`src/rtl/fetch_unit.sv`:
```
// fetch_unit: owns the PC, issues in-order word fetches, and buffers
// responses in a small PC-tagged queue that feeds decode.
//
// Ports
//   clk, rst           rising-edge clock, synchronous active-high reset
//   imem_req_valid     fetch request valid
//   imem_req_ready     memory accepts the request this cycle
//   imem_req_addr      word-aligned fetch address (the PC)
//   imem_rsp_valid     in-order response valid (no backpressure)
//   imem_rsp_data      returned instruction word
//   redirect_valid     flush and restart fetch at redirect_pc
//   redirect_pc        restart address, low two bits ignored
//   id_valid           head entry holds a returned instruction
//   id_ready           decode consumes the head this cycle
//   id_instr           head instruction, NOP when id_valid is low
//   id_pc              head PC, zero when id_valid is low
module fetch_unit #(
  parameter logic [31:0] RESET_PC = 32'h0000_0000,
  parameter int          DEPTH    = 2
) (
  input  logic        clk,
  input  logic        rst,
  output logic        imem_req_valid,
  input  logic        imem_req_ready,
  output logic [31:0] imem_req_addr,
  input  logic        imem_rsp_valid,
  input  logic [31:0] imem_rsp_data,
  input  logic        redirect_valid,
  input  logic [31:0] redirect_pc,
  output logic        id_valid,
  input  logic        id_ready,
  output logic [31:0] id_instr,
  output logic [31:0] id_pc
);

  localparam int AW = $clog2(DEPTH);
  localparam int CW = $clog2(DEPTH) + 1;
  localparam logic [31:0] NOP = 32'h0000_0013;

  // Slots are used as a ring. Between head and fill they are FULL,
  // between fill and tail they are PENDING, the rest are FREE.
  logic [31:0]   pc_q, pc_d;
  logic [AW-1:0] head_q, head_d;
  logic [AW-1:0] fill_q, fill_d;
  logic [AW-1:0] tail_q, tail_d;
  logic [CW-1:0] alloc_q, alloc_d;
  logic [CW-1:0] full_q, full_d;
  logic [CW-1:0] infl_q, infl_d;
  logic [CW-1:0] drop_q, drop_d;

  logic [31:0] slot_pc_q    [DEPTH];
  logic [31:0] slot_instr_q [DEPTH];

  logic accept;
  logic rsp_ok;
  logic rsp_drop;
  logic rsp_fill;
  logic deq;

  logic unused_rpc_lsb;
  assign unused_rpc_lsb = ^redirect_pc[1:0];

  // Gating uses registered counts only, so a dequeue from a full
  // queue frees a slot for requests one cycle later.
  assign imem_req_valid = (alloc_q < CW'(DEPTH))
                       && (infl_q < CW'(DEPTH))
                       && !redirect_valid
                       && !rst;
  assign imem_req_addr  = pc_q;

  assign accept   = imem_req_valid && imem_req_ready;
  // A response with nothing outstanding is ignored.
  assign rsp_ok   = imem_rsp_valid && (infl_q != '0);
  assign rsp_drop = rsp_ok && (drop_q != '0);
  assign rsp_fill = rsp_ok && (drop_q == '0)
                 && !redirect_valid;

  assign id_valid = (full_q != '0);
  assign id_instr = id_valid ? slot_instr_q[head_q] : NOP;
  assign id_pc    = id_valid ? slot_pc_q[head_q] : 32'h0;

  // Decode is flushed by the same redirect, so its handshake is void.
  assign deq = id_valid && id_ready && !redirect_valid;

  always_comb begin
    pc_d    = pc_q;
    head_d  = head_q;
    fill_d  = fill_q;
    tail_d  = tail_q;
    alloc_d = alloc_q;
    full_d  = full_q;
    infl_d  = infl_q;
    drop_d  = drop_q;
    if (redirect_valid) begin
      pc_d    = {redirect_pc[31:2], 2'b00};
      head_d  = '0;
      fill_d  = '0;
      tail_d  = '0;
      alloc_d = '0;
      full_d  = '0;
      // Everything still outstanding after this cycle is stale.
      infl_d  = infl_q - CW'(rsp_ok);
      drop_d  = infl_q - CW'(rsp_ok);
    end else begin
      if (accept) begin
        pc_d   = pc_q + 32'd4;
        tail_d = tail_q + AW'(1);
      end
      if (rsp_fill) begin
        fill_d = fill_q + AW'(1);
      end
      if (deq) begin
        head_d = head_q + AW'(1);
      end
      alloc_d = alloc_q + CW'(accept) - CW'(deq);
      full_d  = full_q + CW'(rsp_fill) - CW'(deq);
      infl_d  = infl_q + CW'(accept) - CW'(rsp_ok);
      drop_d  = drop_q - CW'(rsp_drop);
    end
  end

  always_ff @(posedge clk) begin
    if (rst) begin
      pc_q    <= RESET_PC;
      head_q  <= '0;
      fill_q  <= '0;
      tail_q  <= '0;
      alloc_q <= '0;
      full_q  <= '0;
      infl_q  <= '0;
      drop_q  <= '0;
    end else begin
      pc_q    <= pc_d;
      head_q  <= head_d;
      fill_q  <= fill_d;
      tail_q  <= tail_d;
      alloc_q <= alloc_d;
      full_q  <= full_d;
      infl_q  <= infl_d;
      drop_q  <= drop_d;
    end
  end

  always_ff @(posedge clk) begin
    if (accept) begin
      slot_pc_q[tail_q] <= pc_q;
    end
    if (rsp_fill && !rst) begin
      slot_instr_q[fill_q] <= imem_rsp_data;
    end
  end

  a_rsp_protocol: assert property (
    @(posedge clk) disable iff (rst)
    imem_rsp_valid |-> (infl_q != '0)
  );

endmodule

```
`config.mk`:
```
export PLATFORM = sky130hd
export DESIGN_NAME = fetch_unit
export DESIGN_NICKNAME = d
export VERILOG_FILES = /design/src/rtl/fetch_unit.sv
export SDC_FILE = /design/constraint.sdc
export NUM_CORES = 1
export LEC_CHECK = 0
export CAP_MARGIN = 30
export CORE_MARGIN = 2
export CORE_UTILIZATION = 45
export CTS_CLUSTER_DIAMETER = 150
export DETAILED_ROUTE_END_ITERATION = 8
export PLACE_DENSITY = 0.73
export SLEW_MARGIN = 20
export SYNTH_ARGS = -nofsm -noshare
export SYNTH_HDL_FRONTEND = slang
export SYNTH_SLANG_ARGS = --single-unit
export TNS_END_PERCENT = 20
```
`constraint.sdc`:
```
create_clock -name clk -period 8 [get_ports clk]
set_clock_uncertainty 0.2 [all_clocks]
set_input_delay 0.8 -clock clk [delete_from_list [all_inputs] [get_ports clk]]
set_output_delay 0.8 -clock clk [all_outputs]
set_load 0.1 [all_outputs]
```
==> results_dict.tcl <==
set metrics [dict create \
    hold_viol 0 \
    synth_common_cells "edfxtp_1, nor2_1, mux2i_1" \
    worst-r2r-setup-slack_ps 5110 \
    antenna_found_initial 0 \
    synthTopCellsByArea "edfxtp_1, dfxtp_1, mux2i_1, nor2_1, xor2_1" \
    grt_pass1_vias 4861 \
    p_seq_frac 0.471 \
    grt_max_degree 61 \
    final_cells 917 \
    synth_cell_types 53 \
    drv_cap 0 \
    io_buffers 161 \
    path_max_fanout 38 \
    firstDrtPassIters 5 \
    synth_flop_cell "edfxtp_1" \
    crit_type "input pin to output port" \
    dp_hpwl_um 10700 \
    core_area_um2 15200 \
    wl_um 15850 \
    drive_gt1_frac 0.07407 \
    fp.dieH_um 128.9 \
    period_needed_ps 4311 \
    grt_pass1_wl_um 24670 \
    drt_iter0_drc 349 \
    slew_violations 0 \
    yosysMostFrequentCell "edfxtp_1" \
    fin_setup_tns_ps 0 \
    track_usage 0.1927 \
    end_kind "output port" \
    cts.htree.levels 4 \
    max_freq_mhz 231.9 \
    syn_inst 555 \
    p_per_area_nw_per_um2 220.6 \
    required_ps 7000 \
    hold_path.class "flip-flop to flip-flop" \
    critPathLaunchType "input pin" \
    tightest_slew_ps 1033 \
    clock_power_share 0.387 \
    nets 795 \
    rsz0062_at_grt "false" \
    vias 5030 \
    relSlewSlack 0.3093 \
    initial_core_util 0.4615 \
    status "finished, final reports clean" \
    comb_power_share 0.141 \
    drt-vias-per-instance 5.485 \
    cts_made_buffers 17 \
    p_sw_uw 566.8 \
    areaGrowthSynthToFinish_pct 35.01 \
    gp_congestion 0.8900 \
    die_w_um 128.9 \
    antenna_cells 0 \
    synth_seq_area_share 0.6506 \
    clk_latency_ps 420 \
    avgSynthCellArea_um2 12.64 \
    yosysWarnings 0 \
    cts_sinks 166 \
    swShare 0.2712 \
    setup_viol 0 \
    cts_hold_buf 0 \
    drcViolationCount 0 \
    cts_setup_buffers 0 \
    intPower_uw 1523 \
    num_rows 45 \
    cts-root-buf "clkbuf_16" \
    clock_path_buffers 2 \
    period_share 0.5389 \
    synth_edf_count 124 \
    synth_area_um2 7015 \
    cts_resized 0 \
    synthArstFlopShare 0 \
    overflow 0 \
    ys_ff_latch 166 \
    place_inst 884 \
    vdd_drop_max_mv 0.1545 \
    final_core_util 0.6230 \
    clkSlewWorstSetupHoldPaths_ps 60 \
    leakage_uw 0.003127 \
    wl_per_cell_um 17.28 \
    cts_tree "yes" \
    die_area_um2 16600 \
    yosysTopAreaCellShare 0.5308 \
    yosysTopAreaCell "edfxtp_1" \
    ioPinCount 168 \
    cp.arrival_ps 3310 \
    ant_nets 0 \
]
-- power groups by stage --
stage	clock, µW	combinational [µW]	sequential [µW]
after CTS	821	294	984
after detailed placement	0	293	1000
final	809	295	985
after global placement	0	287	1000
after global routing	855	312	989
after floorplan	0	142	1060
-- kinds of logic after synthesis --
family | after synthesis | share of synthesized area
mux | 63 | 0.09007
flops | 166 | 0.6506
xor+xnor | 23 | 0.02871
buf+inv | 43 | 0.02639
other cells | 1 | 0.0005345
compound gates | 67 | 0.06260
fa+ha+maj | 9 | 0.01605
simple gates | 183 | 0.1250
-- through the flow --
| stage | setup slack, ps | hold WS [ps] | cell area, µm² | total power [µW] |
|---|---|---|---|---|
| floorplan | 3707 | 272.5 | 7027 | 1203 |
| global placement | 3694 | 285.4 | 8810 | 1289 |
| detailed placement | 3699 | 290.9 | 8837 | 1296 |
| CTS | 3677 | 309.6 | 9444 | 2100 |
| global route | 3587 | 337.8 | 9472 | 2155 |
| finish | 3689 | 304.5 | 9472 | 2090 |
-- final cells by class --
type | instances | area, µm²
clock inverters | 10 | 77.57
inverters | 12 | 45.04
well taps | 188 | 235.2
fillers | 1203 | 5731
multi-input cells | 349 | 2297
flip-flops and latches | 166 | 4568
repair buffers | 170 | 1719
clock buffers | 22 | 529.3
-- metal layers --
metal,routed length (µm),up-vias,part of all wire,track usage
met2,7653,215,0.48,0.3171
met3,1036,22,0.065,0.04491
met1,6921,2425,0.44,0.2502
li1,-,2368,-,-
met4,234,0,0.015,0.07161
met5,0,-,0,0
-- registers in the layout (all words and copies together), names as in the netlist, named ones only --
signal and count:
imem_req_addr 30, drop_q 2, slot_pc_q 60, head_q 1, alloc_q 2, full_q 2, slot_instr_q 64, tail_q 1
infl_q 2, fill_q 1
-- placed cells by master (no fill, tap or decap), types with 2 or more instances in the layout --
| cell | n |
|---|---|
| ha_1 | 9 |
| o21ai_0 | 9 |
| xnor2_1 | 7 |
| a21oi_1 | 13 |
| nand2_1 | 26 |
| o22ai_1 | 7 |
| and4_1 | 2 |
| nor4_2 | 2 |
| buf_4 | 7 |
| a31oi_1 | 11 |
| clkinvlp_4 | 2 |
| buf_16 | 2 |
| a211oi_1 | 5 |
| o211ai_1 | 7 |
| nor2_2 | 2 |
| edfxtp_1 | 124 |
| or3_1 | 2 |
| inv_1 | 11 |
| xor2_1 | 16 |
| a32oi_1 | 2 |
| clkbuf_16 | 21 |
| dfxtp_1 | 41 |
| o311ai_0 | 2 |
| nand4_1 | 11 |
| nor3b_2 | 2 |
| nor2_1 | 92 |
| and2_1 | 9 |
| mux2i_1 | 62 |
| nor3_1 | 4 |
| a221oi_1 | 2 |
| clkinv_2 | 2 |
| clkdlybuf4s50_1 | 161 |
| nand3_1 | 13 |
| inv_6 | 5 |
| conb_1 | 4 |
| and3_1 | 7 |
| o21ai_1 | 2 |
-- critical path: stages --
cell	delay, ps
clkdlybuf4s50_1	390
buf_4	270
or2_2	450
nor3_1	210
clkdlybuf4s50_1	1170
-- worst paths after layout --
check                 start        endpoint  depth (start not counted)
setup / recovery        rst  imem_req_valid                          5
setup reg to reg  infl_q[1]       infl_q[1]                         10
hold reg to reg      head_q          head_q                          2
hold / removal       head_q          head_q                          2
Power figures use the tool's default switching activity.
